### config.mk
export PLATFORM = sky130hd
export DESIGN_NAME = seq_detect_param
export DESIGN_NICKNAME = d
export VERILOG_FILES = /design/src/rtl/seq_det_pkg.sv /design/src/rtl/seq_detect_param_sat_counter.sv /design/src/rtl/seq_detect_param.sv
export SDC_FILE = /design/constraint.sdc
export NUM_CORES = 1
export LEC_CHECK = 0
export BUFFER_PORTS_ARGS = -buffer_cell sky130_fd_sc_hd__buf_2
export CAP_MARGIN = 20
export CORE_ASPECT_RATIO = 0.7
export CORE_UTILIZATION = 47
export DETAILED_ROUTE_END_ITERATION = 10
export GPL_TIMING_DRIVEN = 1
export PLACE_DENSITY = 0.8
export SYNTH_ARGS = -nofsm -noshare
export SYNTH_HDL_FRONTEND = slang
export SYNTH_SLANG_ARGS = --single-unit
### constraint.sdc
create_clock -name clk -period 1.95 [get_ports clk]
set_clock_uncertainty 0.05 [all_clocks]
set_input_delay 0.0975 -clock clk [delete_from_list [all_inputs] [get_ports clk]]
set_output_delay 0.0975 -clock clk [all_outputs]
set_load 0.01 [all_outputs]
### src/rtl/seq_det_pkg.sv
// Shared constants and helpers for the serial sequence detector family.
package seq_det_pkg;

    localparam int SEQ_MAX_W = 32;
    localparam logic [3:0] SEQ_DEF_PAT = 4'b1100;

    // Ceiling log2. Returns the number of bits needed to index value-1.
    function automatic int clog2_w(input int value);
        int bits;
        int rem;
        bits = 0;
        rem  = value - 1;
        while (rem > 0) begin
            bits = bits + 1;
            rem  = rem >> 1;
        end
        return bits;
    endfunction

endpackage

### src/rtl/seq_detect_param_sat_counter.sv
// Increment-with-saturation counter. It is shared with other counting blocks.
module sat_counter #(
    parameter int CNT_W = 8
) (
    input  logic             clk,
    input  logic             reset,
    input  logic             inc,
    output logic [CNT_W-1:0] q
);

    always_ff @(posedge clk or posedge reset) begin
        if (reset) begin
            q <= '0;
        end else if (inc && (q != '1)) begin
            q <= q + CNT_W'(1);
        end
    end

endmodule

### src/rtl/seq_detect_param.sv
// Parametrised serial sequence detector. It has a run-time reloadable pattern,
// overlapping or restart matching, a one-cycle hit pulse and a saturating hit count.
module seq_detect_param
    import seq_det_pkg::*;
#(
    parameter int             W       = 4,
    parameter logic [W-1:0]   PATTERN = W'(SEQ_DEF_PAT),
    parameter int             OVERLAP = 1,
    parameter int             CNT_W   = 8
) (
    input  logic                   clk,
    input  logic                   reset,
    input  logic                   in_valid,
    input  logic                   in,
    input  logic                   load,
    input  logic [W-1:0]           load_pat,
    output logic                   out,
    output logic [CNT_W-1:0]       count,
    output logic [$clog2(W+1)-1:0] busy_len
);

    localparam int                FILL_W = clog2_w(W + 1);
    localparam logic [FILL_W-1:0] FULL   = FILL_W'(W);
    localparam logic [FILL_W-1:0] ONE    = FILL_W'(1);

    logic [W-1:0]      pat;
    logic [W-1:0]      hist;
    logic [FILL_W-1:0] fill;
    logic [W-1:0]      nh;
    logic [FILL_W-1:0] nf;
    logic              hit;

    // The window shifts per valid bit, not per cycle. Idle gaps leave a match in progress intact.
    always_comb begin
        nh  = {hist[W-2:0], in};
        nf  = (fill == FULL) ? FULL : fill + ONE;
        hit = (nf == FULL) && (nh == pat);
    end

    // NOTE: state registers use non-blocking assignments so that every read in this block sees pre-edge values.
    always_ff @(posedge clk or posedge reset) begin
        if (reset) begin
            pat  <= PATTERN;
            hist <= '0;
            fill <= '0;
            out  <= 1'b0;
        end else if (load) begin
            pat  <= load_pat;
            hist <= '0;
            fill <= '0;
            out  <= 1'b0;
        end else if (in_valid) begin
            hist <= nh;
            out  <= hit;
            fill <= (hit && (OVERLAP == 0)) ? '0 : nf;
        end else begin
            out  <= 1'b0;
        end
    end

    sat_counter #(
        .CNT_W (CNT_W)
    ) u_count (
        .clk   (clk),
        .reset (reset),
        .inc   (in_valid && !load && hit),
        .q     (count)
    );

    assign busy_len = fill;

endmodule

Word level (Yosys, flattened, before mapping)
Index checks and enable logic that the tools add are counted.
{"block": "word_totals", "register_bits": 19, "in_bits": 9}
{"block": "classes", "add_sub_neg": 2, "eq_ne": 4, "muxes": 7, "reduce_logical": 6}
{"op": "$mux W3", "count": 5}
{"op": "$add A8 B1 Y8 const B", "count": 1}
{"op": "$ne A8 B8 Y1 const B", "count": 1}
{"op": "$eq A3 B3 Y1 const B", "count": 2}
{"op": "$eq A4 B4 Y1", "count": 1}
{"op": "$logic_and A1 B1 Y1", "count": 4}
{"op": "$add A3 B1 Y3 const B", "count": 1}
{"op": "$mux W1", "count": 2}
{"op": "$reduce_bool A2 Y1", "count": 1}
{"op": "$logic_not A1 Y1", "count": 1}

Longest topological paths before layout
Gate-level depths: netlist of run 1.
{"block": "logic_depth", "depth_word": 6, "mapped_depth": 7, "depth_no_buf": 7}

Modules after synthesis
A second synthesis of run 1 with hierarchy kept.
{"block": "unflattened", "cells_unflattened": 83, "hier_area_um2": 950.9}
{"module": "seq_detect_param", "n_inst": 1, "cells_per_inst": 45, "area_per_inst_um2": 531.8, "seq_area_each_um2": 277.8}
{"module": "sat_counter", "n_inst": 1, "cells_per_inst": 38, "area_per_inst_um2": 419.2, "seq_area_each_um2": 200.2}

Least setup slack after synthesis of run 1
No wires, ideal clock.
{"block": "synth_path", "path_kind": "reg-to-reg", "startpoint": "register fill[0] (netlist: busy_len[0])", "endpoint": "register u_count.q[1]", "setup_time_ns": 0.128, "t_arrival_ns": 1.843, "setup_slack_ns": -0.070, "path_stages_with_launch": 7, "n_path_buf": 0, "period_less_slack_ns": 2.020, "cell_sequence": "dfrtp_1 inv_1 ha_1 nand2b_1 a21o_1 nor4_4 mux2_1"}
{"block": "synth_between", "elab_chain_cells": 6, "elab_cells_between_ends": 7, "classes_between": "add/sub (1); eq/ne (2); mux (1); reduce/logical (3)"}
{"element": "start: declaration", "line_no": "seq_detect_param.sv:28", "text": "logic [FILL_W-1:0] fill;"}
{"element": "start signal: assignment", "line_no": "seq_detect_param.sv:55", "text": "fill <= (hit && (OVERLAP == 0)) ? '0 : nf;"}
{"element": "$add A3 B1 Y3 or $eq A3 B3 Y1 (tied branches)", "line_no": "seq_detect_param.sv:36", "text": "nf = (fill == FULL) ? FULL : fill + ONE;"}
{"element": "$mux W3 (*)", "line_no": "seq_detect_param.sv:36"}
{"element": "$eq A3 B3 Y1 (*)", "line_no": "seq_detect_param.sv:37", "text": "hit = (nf == FULL) && (nh == pat);"}
{"element": "$logic_and A1 B1 Y1 (*)", "line_no": "seq_detect_param.sv:37"}
{"element": "$logic_and A1 B1 Y1 (*)", "line_no": "seq_detect_param.sv:66", "text": ".inc (in_valid && !load && hit),"}
{"element": "$logic_and A1 B1 Y1 (*)", "line_no": "seq_detect_param_sat_counter.sv:14", "text": "end else if (inc && (q != '1)) begin"}
{"element": "end signal: assignment", "line_no": "seq_detect_param_sat_counter.sv:15", "text": "q <= q + CNT_W'(1);"}
{"element": "end: declaration", "line_no": "seq_detect_param_sat_counter.sv:8", "text": "output logic [CNT_W-1:0] q"}
Every way passes the cells marked *; elsewhere a longest branch is shown, timed or not.
A chain may end at the register's enable or synchronous reset.

Worst setup path after layout of run 1
{"block": "layout_path", "startpoint": "register fill[1] (netlist: busy_len[1])", "endpoint": "register u_count.q[1]"}
Same word-level chain as after synthesis.

==> summary.md, run 1 <==
| Metric | Value |
|---|---|
| Cell Chain, Critical Path | inv_1 -> ha_4 -> nand3b_1 -> o2111ai_4 -> nor4_4 -> buf_4 -> mux2_4 |
| Hold Path Class | in2reg |
| Switching part of the total | 25.47% |
| Gr usage total | 17.67% |
| Largest stage delay, worst path | ~420 ps |
| Worst-path clk slew | 110 ps |
| Std-Cell Rows | 13 |
| Die area | 0.002227 sq mm |
| Num CTS Buffers | 3 |
| ANT nets after route | 0 |
| Die width | approximately 56 um |
| EDFF count, synth | 0 |
| Register area share after synthesis | 49.87% |
| Design area | 0.001264 sq mm |
| Tightest Pin Transition | 700.6 ps |
| Ys async rst share | 100.0% |
| Endpoints failing hold | 0 |
| RePlAce Congestion | 0.7715 |
| Yosys warns | 0 |
| 1st-pass router iterations | 4 |
| Worst path bufs/invs | 2 |
| Worst hold path startpoint | in |
| Routed wire length | 1813 um |
| Power Total | between 0.7 and 0.8 mW |
| First-pass GRT wire length | between 2000 and 3000 um |
| Wire per inst | 12.77 um |
| CP delay by family, top | simple AND/OR/NAND/NOR gates |
| CP Data Arrival Time | 2040 ps |
| Flops & latches, synth | 19 |
| Diodes inserted | 0 |
| Leakage Power | slightly above 0.6 nW |
| Root Buffer | clkbuf_4 |
| Hpwl dp | 1306 um |
| Placed cells | 131 |
| Clock Power Share | about 28% |
| Final Instance Count excl. Fillers | about 140 |
| Cells after Synth | 84 |
| Gr ovfl total | 0 |
| Flop pwr share | 57.9% |
| Tcrit/Tclk final | 96.79% |
| Status | finished clean |
| Cell Pwr Density | 576.7 mW/mm^2 |
| Drc violations | 0 |
| Unique masters post-synth | 27 |
| Fin util | 66.98% |
| NetSw | 0.1856 mW |
| Comb power frac | approximately 14% |
| 1st-iter DRT viols | 24 |
| Final Critical Period | 1887 ps |
| Final #Nets | 133 |
| Final Setup Violations | 0 |
| Max Slew Vio Count | 0 |
| Latest clock arrival within the worst-skew pair | 300 ps |
| Max-Cap Viols | 0 |
| Slowest cell on crit path | dfrtp_1 |
| Crit path from | busy_len[1] |
| Req. time, crit path | 2100 ps |
| Syn Nets | 96 |
| Via count | 719 |
| Sink Count | 19 |
| Synth-to-layout area growth | 31.85% |
| Number of global-route vias before repair | ~660 |
| Die Ht | 39.78 um |
| Most used DFF post-synth | dfrtp_1 |
| Htree depth | 1 |
| Maximum VDD drop | 0.0006069 V |
| Layout cells sized above 1 | around 45% |
| Setup TNS | 0 ps |
| I/O pins | 21 |
| Starting density of the core | 50.80% |
| Worst Path Max Fanout | 5 |
| CP Launch Type | flop |
| Area of the mapped netlist | about 960 sq um |
| Fmax | 529.8 MHz |
| PortBufs | 20 |
| Cell Int Power | ~0.54 mW |
| Placed Area | 0.001124 sq mm |
| Setup CP Type | reg2reg |
| Max Buffers Root-to-Sink | 2 |
| CTS tree | yes |
| Vias per inst | a little over 5 |
| Initial antenna violation count | 0 |
| Crit. End Element | flop |
| Relative slew slack | between 50% and 60% |
| Largest net degree at the start of global routing | 20 |
| Core area | 0.001887 sq mm |
| Worst R2R Start | busy_len[1] |
| Syn Area/Cell | 11.41 sq um |
-- Yosys cell counts (3+ instances only) --
cell       n  share of area, %
nand2b_1   4               2.6
xnor2_1    6               5.5
mux2_2     6               7.0
mux2i_1    3               3.1
a21oi_1    3               1.6
ha_1       3               3.9
inv_1      4               1.6
nand2_1    4               1.6
nand3_1    4               2.1
nand4_1    3               2.0
dfrtp_1   17                44
nor2_1     8               3.1
-- cells by family (layout without fill, tap and decap cells) --
family                     count (synthesis)  in the layout  synth area share, %
DFF                                       19             19                49.87
AOI/OAI and AO/OA                          5              5                3.916
xor gates and xnor gates                   8              8                7.311
adders and majority gates                  3              3                3.917
muxes                                     11             11                12.53
and+or+nand+nor                           32             32                19.06
buffers and inverters                      6             42                3.393
-- area by class of cell --
class / instances / area (sq um)
fillers: 159 / 623.1
multi-input cells: 59 / 495.5
flip-flops and latches: 19 / 478.0
repair buffers: 34 / 217.7
well taps: 22 / 27.53
clock buffers: 3 / 22.52
inverters: 4 / 15.01
clock inverters: 1 / 7.507
-- worst reg2reg max path, stage by stage, from the launching register on --
cell and delay (ps):
dfrtp_1 420, inv_1 110, ha_4 140, nand3b_1 140, o2111ai_4 160, nor4_4 300
buf_4 180, mux2_4 290
-- flip-flops by register name, summed over array words and instances (netlist names) --
signal     cells
busy_len       3
hist           3
out            1
pat            4
u_count.q      8
-- power groups by stage --
stage,combinational [mW],clock [mW],sequential [mW]
4_1_cts,0.0930,0.213,0.422
6_report,0.102,0.205,0.422
3_3_place_gp,0.0782,0,0.429
5_1_grt,0.112,0.235,0.424
3_5_place_dp,0.0814,0,0.430
2_1_floorplan,0.0560,0,0.429
-- final timing paths --
| check | end | slack (ps) | depth (start not counted) |
|---|---|---|---|
| max | u_count.q[1] | 60 | 7 |
| min | hist[0] | 30 | 3 |
| max reg2reg | u_count.q[1] | 60 | 7 |
| min reg2reg | u_count.q[4] | 450 | 1 |
| max in group asynchronous | u_count.q[7] | 1000 | 3 |
| min in group asynchronous | pat[0] | 390 | 3 |
-- routing by layer --
layer | vias up | global-route usage [%] | share of wire, %
li1 | 357 | - | -
met1 | 342 | 21.14 | 46
met2 | 16 | 30.36 | 49
met3 | 4 | 7.261 | 4.2
met4 | 0 | 4.268 | 0.77
met5 | - | 0 | 0
-- per-stage QoR --
step	setup WS [ps]	hold WS, ps
after floorplan	9.336	-2.850
after global placement	13.54	191.0
after detailed placement	-29.14	206.1
after CTS	10.84	36.33
after global routing	-14.57	44.27
final	62.67	34.11
-- repair_timing --
| action | 4_1_cts | 5_1_grt |
|---|---|---|
| endpoints found under the hold margin | 21 | 0 |
| pin swaps | 1 | 2 |
| resized for setup | 2 | 7 |
| hold buffers | 5 | 0 |
| setup endpoints to repair | 2 | 6 |
| buffers inserted | 1 | 1 |
-- layout by cell type (no fill, tap or decap), types with 2 or more instances in the layout --
cell type / instances
inv_1: 3
dfstp_2: 2
mux2_2: 6
nor2_1: 8
dlygate4sd3_1: 5
clkbuf_4: 3
and3_2: 2
buf_4: 9
xor2_1: 2
nand2b_1: 4
nand2_1: 4
ha_2: 2
nand4_1: 3
a21oi_1: 3
buf_2: 20
dfrtp_1: 17
nand3_1: 4
xnor2_1: 6
mux2i_1: 3
No activity file was read; power rests on OpenSTA's default activity.
==> run 2, diff against run 1 <==
- SYNTH_HIERARCHICAL: not set -> 1
==> run 2 against run 1 <==
Effect of this change: the flow now finishes with violations (setup timing); hold slack improved by 4.6 ps; cell count increased by 1.4%; synthesized area decreased by 0.78%; sequential share of layout area decreased by 1.9 points; register-to-register slack got worse by 350 ps; routed wire length increased by 16%; largest cell class unchanged; largest power group unchanged.
==> summary.md, run 2 <==
| Metric | Value |
|---|---|
| WL met1 | 973 um (+16%) |
| Gr usage total | 21.29% (+3.6 points) |
| Starting density of the core | 50.40% (-0.40 points) |
| Synth-to-layout area growth | 40.39% |
| Sink Count | 19 (unchanged) |
| Register area share after synthesis | 50.26% (+0.39 points) |
| Leakage Power | 0.6550 nW (+6.9%) |
| Endpoints failing hold | 0 (unchanged) |
| Tightest Pin Transition | 414.8 ps (-285.8 ps) |
| Tcrit/Tclk final | 114.8% (+18 points) |
| Top post-synthesis cells by area | dfrtp_1 45%, mux2_2 5.9%, dfstp_2 5.5% |
| Die width | 55.76 um (-0.38%) |
| Post-Place Worst Slack | -334.2 ps (-305.1 ps) |
| Most used DFF post-synth | dfrtp_1 |
| Fillers | 132 (-17%) |
| Multi-input gate area | 539.3 sq um (+8.8%) |
| Ys async rst share | 100.0% (unchanged) |
| Routed wire length | 2111 um (+16%) |
| Biggest regs | u_count/q: 8 flops, pat: 4 flops |
| Relative slew slack | 72.32% (+19 points) |
| CP Launch Type | flop |
| Worst-path clk slew | 100 ps (about the same) |
| Core area | 0.001887 sq mm (unchanged) |
| DR top layer | met4 |
| 1st-pass router iterations | 4 (unchanged) |
| Wire per inst | 14.66 um (+15%) |
| WL met3 | 66 um (-14%) |
| Largest net degree at the start of global routing | 12 (-40%) |
| CP Data Arrival Time | 2380 ps (+340 ps) |
| Yosys warns | 6 (+6) |
| Maximum VDD drop | 0.0004941 V (-19%) |
| Cells after Synth | 83 (-1.2%) |
| Unique masters post-synth | 29 (+7.4%) |
| Max Buffers Root-to-Sink | 2 (unchanged) |
| PortBufs | 20 (unchanged) |
| Syn Nets | 95 (-1.0%) |
| Via count | 762 (+6.0%) |
| Area of the mapped netlist | 950.9 sq um (-0.78%) |
| Flop pwr share | 57.7% (-0.2 points) |
| Clock Power Share | 26.8% (-1.3 points) |
| Final WS setup | -289.0 ps (-351.7 ps) |
| Setup CP Type | reg2reg |
| Most flop-heavy register | u_count/q |
| First-pass GRT wire length | 3429 um (+21%) |
| Max-Cap Viols | 0 (unchanged) |
| Cell Int Power | 0.5526 mW (+1.7%) |
| Cell Pwr Density | 552.0 mW/mm^2 (-4.3%) |
| Number of global-route vias before repair | 759 (+15%) |
| Htree depth | 1 (unchanged) |
| Top cell type by total area after synthesis | dfrtp_1 |
| Most frequent cells in the layout | 20 x buf_2, 16 x dfrtp_1, 11 x buf_4 |
| I/O pins | 21 (unchanged) |
| RePlAce Congestion | 0.7103 (-7.9%) |
| 1st-iter DRT viols | 13 (-46%) |
| Slowest cell on crit path | or4_4 |
| Max Slew Vio Count | 0 (unchanged) |
| Setup TNS | -1795 ps (-1795 ps) |
| Power Total | 0.7370 mW (+1.1%) |
| Design area | 0.001335 sq mm (+5.6%) |
| Flops & latches, synth | 19 (unchanged) |
| Req. time, crit path | 2090 ps (about the same) |
| Cell Chain, Critical Path | inv_2 -> ha_4 -> a21oi_4 -> or4_4 -> nor4_4 -> buf_4 -> nand4_1 -> mux2_4 |
| Hold Path Class | in2reg |
| Worst Path Max Fanout | 5 (unchanged) |
| Root Buffer | clkbuf_4 |
| Commonest non-fill, non-tap cell in the layout | buf_2 |
| Diodes inserted | 0 (unchanged) |
| Final Setup Violations | 8 (+8) |
| Final #Nets | 135 (+1.5%) |
| Drc violations | 0 (unchanged) |
| Register area | 479.2 sq um (+0.26%) |
| Die area | 0.002210 sq mm (-0.75%) |
| Status | finished with violations |
| ANT nets after route | 0 (unchanged) |
| Final Critical Period | 2239 ps (+351.7 ps) |
| Largest stage delay, worst path | 550 ps (+130 ps) |
| Placed Area | 0.001167 sq mm (+3.9%) |
| Die Ht | 39.64 um (-0.36%) |
| Top-count cell post-synth | dfrtp_1 |
| Initial antenna violation count | 0 (unchanged) |
| Num CTS Buffers | 3 (unchanged) |
| Failing checks | setup timing |
| CTS tree | yes |
| Std-Cell Rows | 13 (unchanged) |
| Fmax | 446.6 MHz (-16%) |
| Comb power frac | 15.5% (+1.6 points) |
| Hpwl dp | 1483 um (+14%) |
| Syn Area/Cell | 11.46 sq um (+0.41%) |
| Post-synth top area share | 44.74% (+0.35 points) |
| WL met2 | 1045 um (+19%) |
| Vias per inst | 5.292 (+4.5%) |
| RSZ-0062 raised after global routing | yes |
| Gr ovfl total | 0 (unchanged) |
| Layout cells sized above 1 | 49.18% (+4.2 points) |
| NetSw | 0.1844 mW (-0.67%) |
| EDFF count, synth | 0 (unchanged) |
| Most instantiated cells after synthesis | 17 x dfrtp_1, 7 x nor2_1 |
| Crit. End Element | flop |
| Max FFs per register | 8 (unchanged) |
| Latest clock arrival within the worst-skew pair | 300 ps (about the same) |
| Switching part of the total | 25.02% (-0.45 points) |
[run 2: per-layer routing]
layer	up-vias	track usage, %
li1	373	-
met1	371	24.69
met2	14	37.95
met3	4	5.941
met4	0	10.00
met5	-	0
[run 2: through the flow]
stage / hold WS, ps / instances / util, %
5_1_grt: 50.48 / 144 / 70.76
3_3_place_gp: 21.21 / 132 / 61.87
4_1_cts: 24.34 / 143 / 68.17
6_report: 38.72 / 144 / 70.76
3_5_place_dp: 26.89 / 132 / 61.87
2_1_floorplan: -136.8 / 83 / -
[run 2: power by group through the flow]
stage / clock (mW) / sequential [mW] / combinational [mW]
after floorplan: 0 / 0.433 / 0.0606
after global placement: 0 / 0.432 / 0.0917
after detailed placement: 0 / 0.433 / 0.0951
after CTS: 0.206 / 0.425 / 0.109
after global routing: 0.219 / 0.428 / 0.127
final: 0.198 / 0.425 / 0.114
[run 2: final timing paths]
| path | startpoint | endpoint | slack (ps) | cells after the start |
|---|---|---|---|---|
| setup / recovery | busy_len[0] | u_count/q[3] | -290 | 8 |
| hold / removal | in | hist[0] | 40 | 3 |
| setup reg to reg | busy_len[0] | u_count/q[3] | -290 | 8 |
| hold reg to reg | u_count/q[6] | u_count/q[6] | 480 | 1 |
| max in group asynchronous | reset | pat[3] | 1250 | 3 |
| min in group asynchronous | reset | u_count/q[5] | 240 | 3 |
[run 2: critical path: cells and delay by family, from the launching register on]
kind                     cells  cell delay, ps
flip-flops                   1             440
AO/OA/AOI/OAI                1              50
multiplexers                 1             320
buffers and inverters        2             280
adder cells (fa/ha/maj)      1             130
AND/OR/NAND/NOR              3             850
[run 2: layout make-up]
type / instances / share of cell area, %
clock buffers: 4 / 1.968
multi-input cells: 57 / 40.39
well taps: 22 / 2.062
flip-flops and latches: 19 / 35.90
repair buffers: 37 / 18.28
inverters: 5 / 1.406
[run 2: repair_timing]
item	4_1_cts	5_1_grt
endpoints found under the hold margin	21	0
gates resized for setup	6	7
hold buffers	5	0
cloned	0	0
pin swaps	1	4
setup buffers	2	1
endpoints found under the setup margin	8	8
[run 2: cells by family (layout without fill, tap and decap cells)]
logic type               count (synthesis)  after routing  synth area share [%]
AO/OA/AOI/OAI                           11             11                 8.815
XOR/XNOR                                 5              5                 4.605
adder cells (fa/ha/maj)                  3              3                 3.948
buffers and inverters                    7             46                 2.764
flip-flops                              19             19                 50.26
multiplexers                            13             13                 14.74
AND/OR/NAND/NOR                         25             25                 14.87
==> run 3, diff against run 2 <==
- CORE_MARGIN: not set -> 4
- SETUP_SLACK_MARGIN: not set -> 0.05
- SKIP_LAST_GASP: not set -> 1
==> run 3 against run 2 <==
Effect of this change: the run still ends with setup timing left; routed wire length grew 5.7%; sequential share of layout area grew 0.41 points; maximum frequency shrank 2.0%; combinational power shrank 5%; flip-flop and latch count is the same; critical path depth is the same; first-iteration DRC count grew 140%; via count grew 5.5%; design area shrank 1.1%; die area grew 28%.
==> summary.md, run 3 (synthesis gave the netlist of run 2 again) <==
| Metric | Value |
|---|---|
| Core area | 0.001887 sq mm (unchanged) |
| CTS tree | yes |
| Maximum VDD drop | 0.0006312 V (+28%) |
| Hpwl dp | 1613 um (+8.7%) |
| Die width | 61.76 um (+11%) |
| Latest clock arrival within the worst-skew pair | 290 ps (about the same) |
| Worst hold path startpoint | in |
| Multi-input gate area | 526.8 sq um (-2.3%) |
| Max Buffers Root-to-Sink | 2 (unchanged) |
| Status | finished with violations |
| Leakage Power | 0.6615 nW (+0.98%) |
| Diodes inserted | 0 (unchanged) |
| Crit. End Element | flop |
| 1st-pass router iterations | 4 (unchanged) |
| Fmax | 437.9 MHz (-2.0%) |
| RePlAce Congestion | 0.8696 (+22%) |
| Endpoints failing hold | 0 (unchanged) |
| Routed wire length | 2232 um (+5.7%) |
| Initial antenna violation count | 0 (unchanged) |
| Fin util | 69.96% (-0.80 points) |
| Hold path depth | 3 (unchanged) |
| Layout cells sized above 1 | 47.50% (-1.7 points) |
| Max Slew Vio Count | 0 (unchanged) |
| Worst Path Max Fanout | 4 (-1) |
| Cell Pwr Density | 544.6 mW/mm^2 (-1.3%) |
| Num CTS Buffers | 3 (unchanged) |
| 1st-iter DRT viols | 31 (+18) |
| Final #Nets | 133 (-1.5%) |
| Most flop-heavy register | u_count/q |
| Worst-path clk slew | 100 ps (about the same) |
| Number of global-route vias before repair | 760 (+0.13%) |
| Starting density of the core | 50.40% (unchanged) |
| Tcrit/Tclk final | 117.1% (+2.3 points) |
| Register area | 479.2 sq um (unchanged) |
| Root Buffer | clkbuf_4 |
| Final Setup Violations | 8 (unchanged) |
| Cell Chain, Critical Path | inv_2 -> ha_4 -> a21oi_4 -> or4_4 -> nor4_4 -> nand3_2 -> nor3_2 -> mux2_4 |
| Req. time, crit path | 2080 ps (about the same) |
| Drc violations | 0 (unchanged) |
| Fillers | 136 (+3.0%) |
| RSZ-0062 raised after global routing | yes |
| Commonest non-fill, non-tap cell in the layout | buf_2 |
| Final Critical Period | 2284 ps (+44.59 ps) |
| I/O pins | 21 (unchanged) |
| Power Total | 0.7189 mW (-2.5%) |
| CP Data Arrival Time | 2410 ps (+30 ps) |
| PortBufs | 20 (unchanged) |
| ANT nets after route | 0 (unchanged) |
| Relative slew slack | 71.11% (-1.2 points) |
| CP delay by family, top | simple AND/OR/NAND/NOR gates |
| Std-Cell Rows | 13 (unchanged) |
| Sink Count | 19 (unchanged) |
| R2R Setup Slk | -330 ps (-40 ps) |
| Final WS setup | -333.6 ps (-44.60 ps) |
| Vias per inst | 5.662 (+7.0%) |
| Gr ovfl total | 0 (unchanged) |
| Tightest Pin Transition | 432.9 ps (+18.12 ps) |
| Die Ht | 45.64 um (+15%) |
| Largest stage delay, worst path | 550 ps (about the same) |
| Max FFs per register | 8 (unchanged) |
| Max-Cap Viols | 0 (unchanged) |
| Worst R2R Start | busy_len[0] |
| Die area | 0.002818 sq mm (+28%) |
| Setup CP Type | reg2reg |
| Failing checks | setup timing |
| Via count | 804 (+5.5%) |
| Gr usage total | 16.26% (-5.0 points) |
| Slowest cell on crit path | or4_4 |
| Biggest regs | u_count/q: 8 flops, pat: 4 flops |
| CP Launch Type | flop |
| Worst path bufs/invs | 1 (-1) |
| Most frequent cells in the layout | 20 x buf_2, 16 x dfrtp_1, 8 x buf_4 |
| Hold WS | 53.24 ps (+14.53 ps) |
| Synth-to-layout area growth | 38.82% |
| Design area | 0.001320 sq mm (-1.1%) |
| R2r endpoint | u_count/q[7] |
| Setup TNS | -1987 ps (-191.6 ps) |
| Htree depth | 1 (unchanged) |
| Hold Path Class | in2reg |
| Largest net degree at the start of global routing | 12 (unchanged) |
| Wire per inst | 15.72 um (+7.2%) |
| Placed Area | 0.001152 sq mm (-1.3%) |
| First-pass GRT wire length | 3284 um (-4.2%) |
| Reg2Reg Depth | 8 (unchanged) |
| WHS Endpoint | hist[0] |
## run 3: changes by cell type in the layout (fill, tap and decap cells not counted), sizes merged
cell  change
buf       -2
## run 3: where the power goes
part,switching (mW),internal (mW)
logic,0.0516,0.0560
registers,0.0131,0.412
clock network,0.107,0.0794
## run 3: cell type report
cell class	instances	share of cell area (%)
multi-input combinational	57	39.91
timing repair buffer	35	18.29
inverter	5	1.422
sequential	19	36.30
clock buffer	4	1.991
tap	22	2.085
## run 3: metal layers
metal	up-vias	part of all wire, %	GRT usage, %
met5	-	0	0
met4	0	1.4	5.085
met3	6	6.9	3.399
met2	42	50	29.02
met1	383	41	19.60
li1	373	-	-
## run 3: repair_timing
action / 4_1_cts / 5_1_grt
setup buffers: 1 / 2
hold buffers: 5 / 0
endpoints found under the hold margin: 21 / 0
gates resized for setup: 7 / 5
setup endpoints to repair: 8 / 8
pin swaps: 5 / 1
## run 3: tightest hold or removal path: stages
cell     delay, ps
buf_2          100
mux2i_1         70
nor2_1          80
## run 3: metrics by stage
stage | setup slack [ps] | instances
after CTS | -294.0 | 140
after detailed placement | -304.5 | 130
after global placement | -203.0 | 130
final | -333.6 | 142
after global routing | -371.0 | 142
after floorplan | -387.8 | 83
## run 3: worst max path at each step
stage,depth (start not counted),to,from
final,8,u_count/q[7],busy_len[0]
after global routing,8,u_count/q[7],busy_len[0]
after CTS,8,u_count/q[7],busy_len[0]
after detailed placement,8,u_count/q[3],busy_len[0]
after global placement,8,u_count/q[7],busy_len[0]
after floorplan,8,u_count/q[7],busy_len[0]
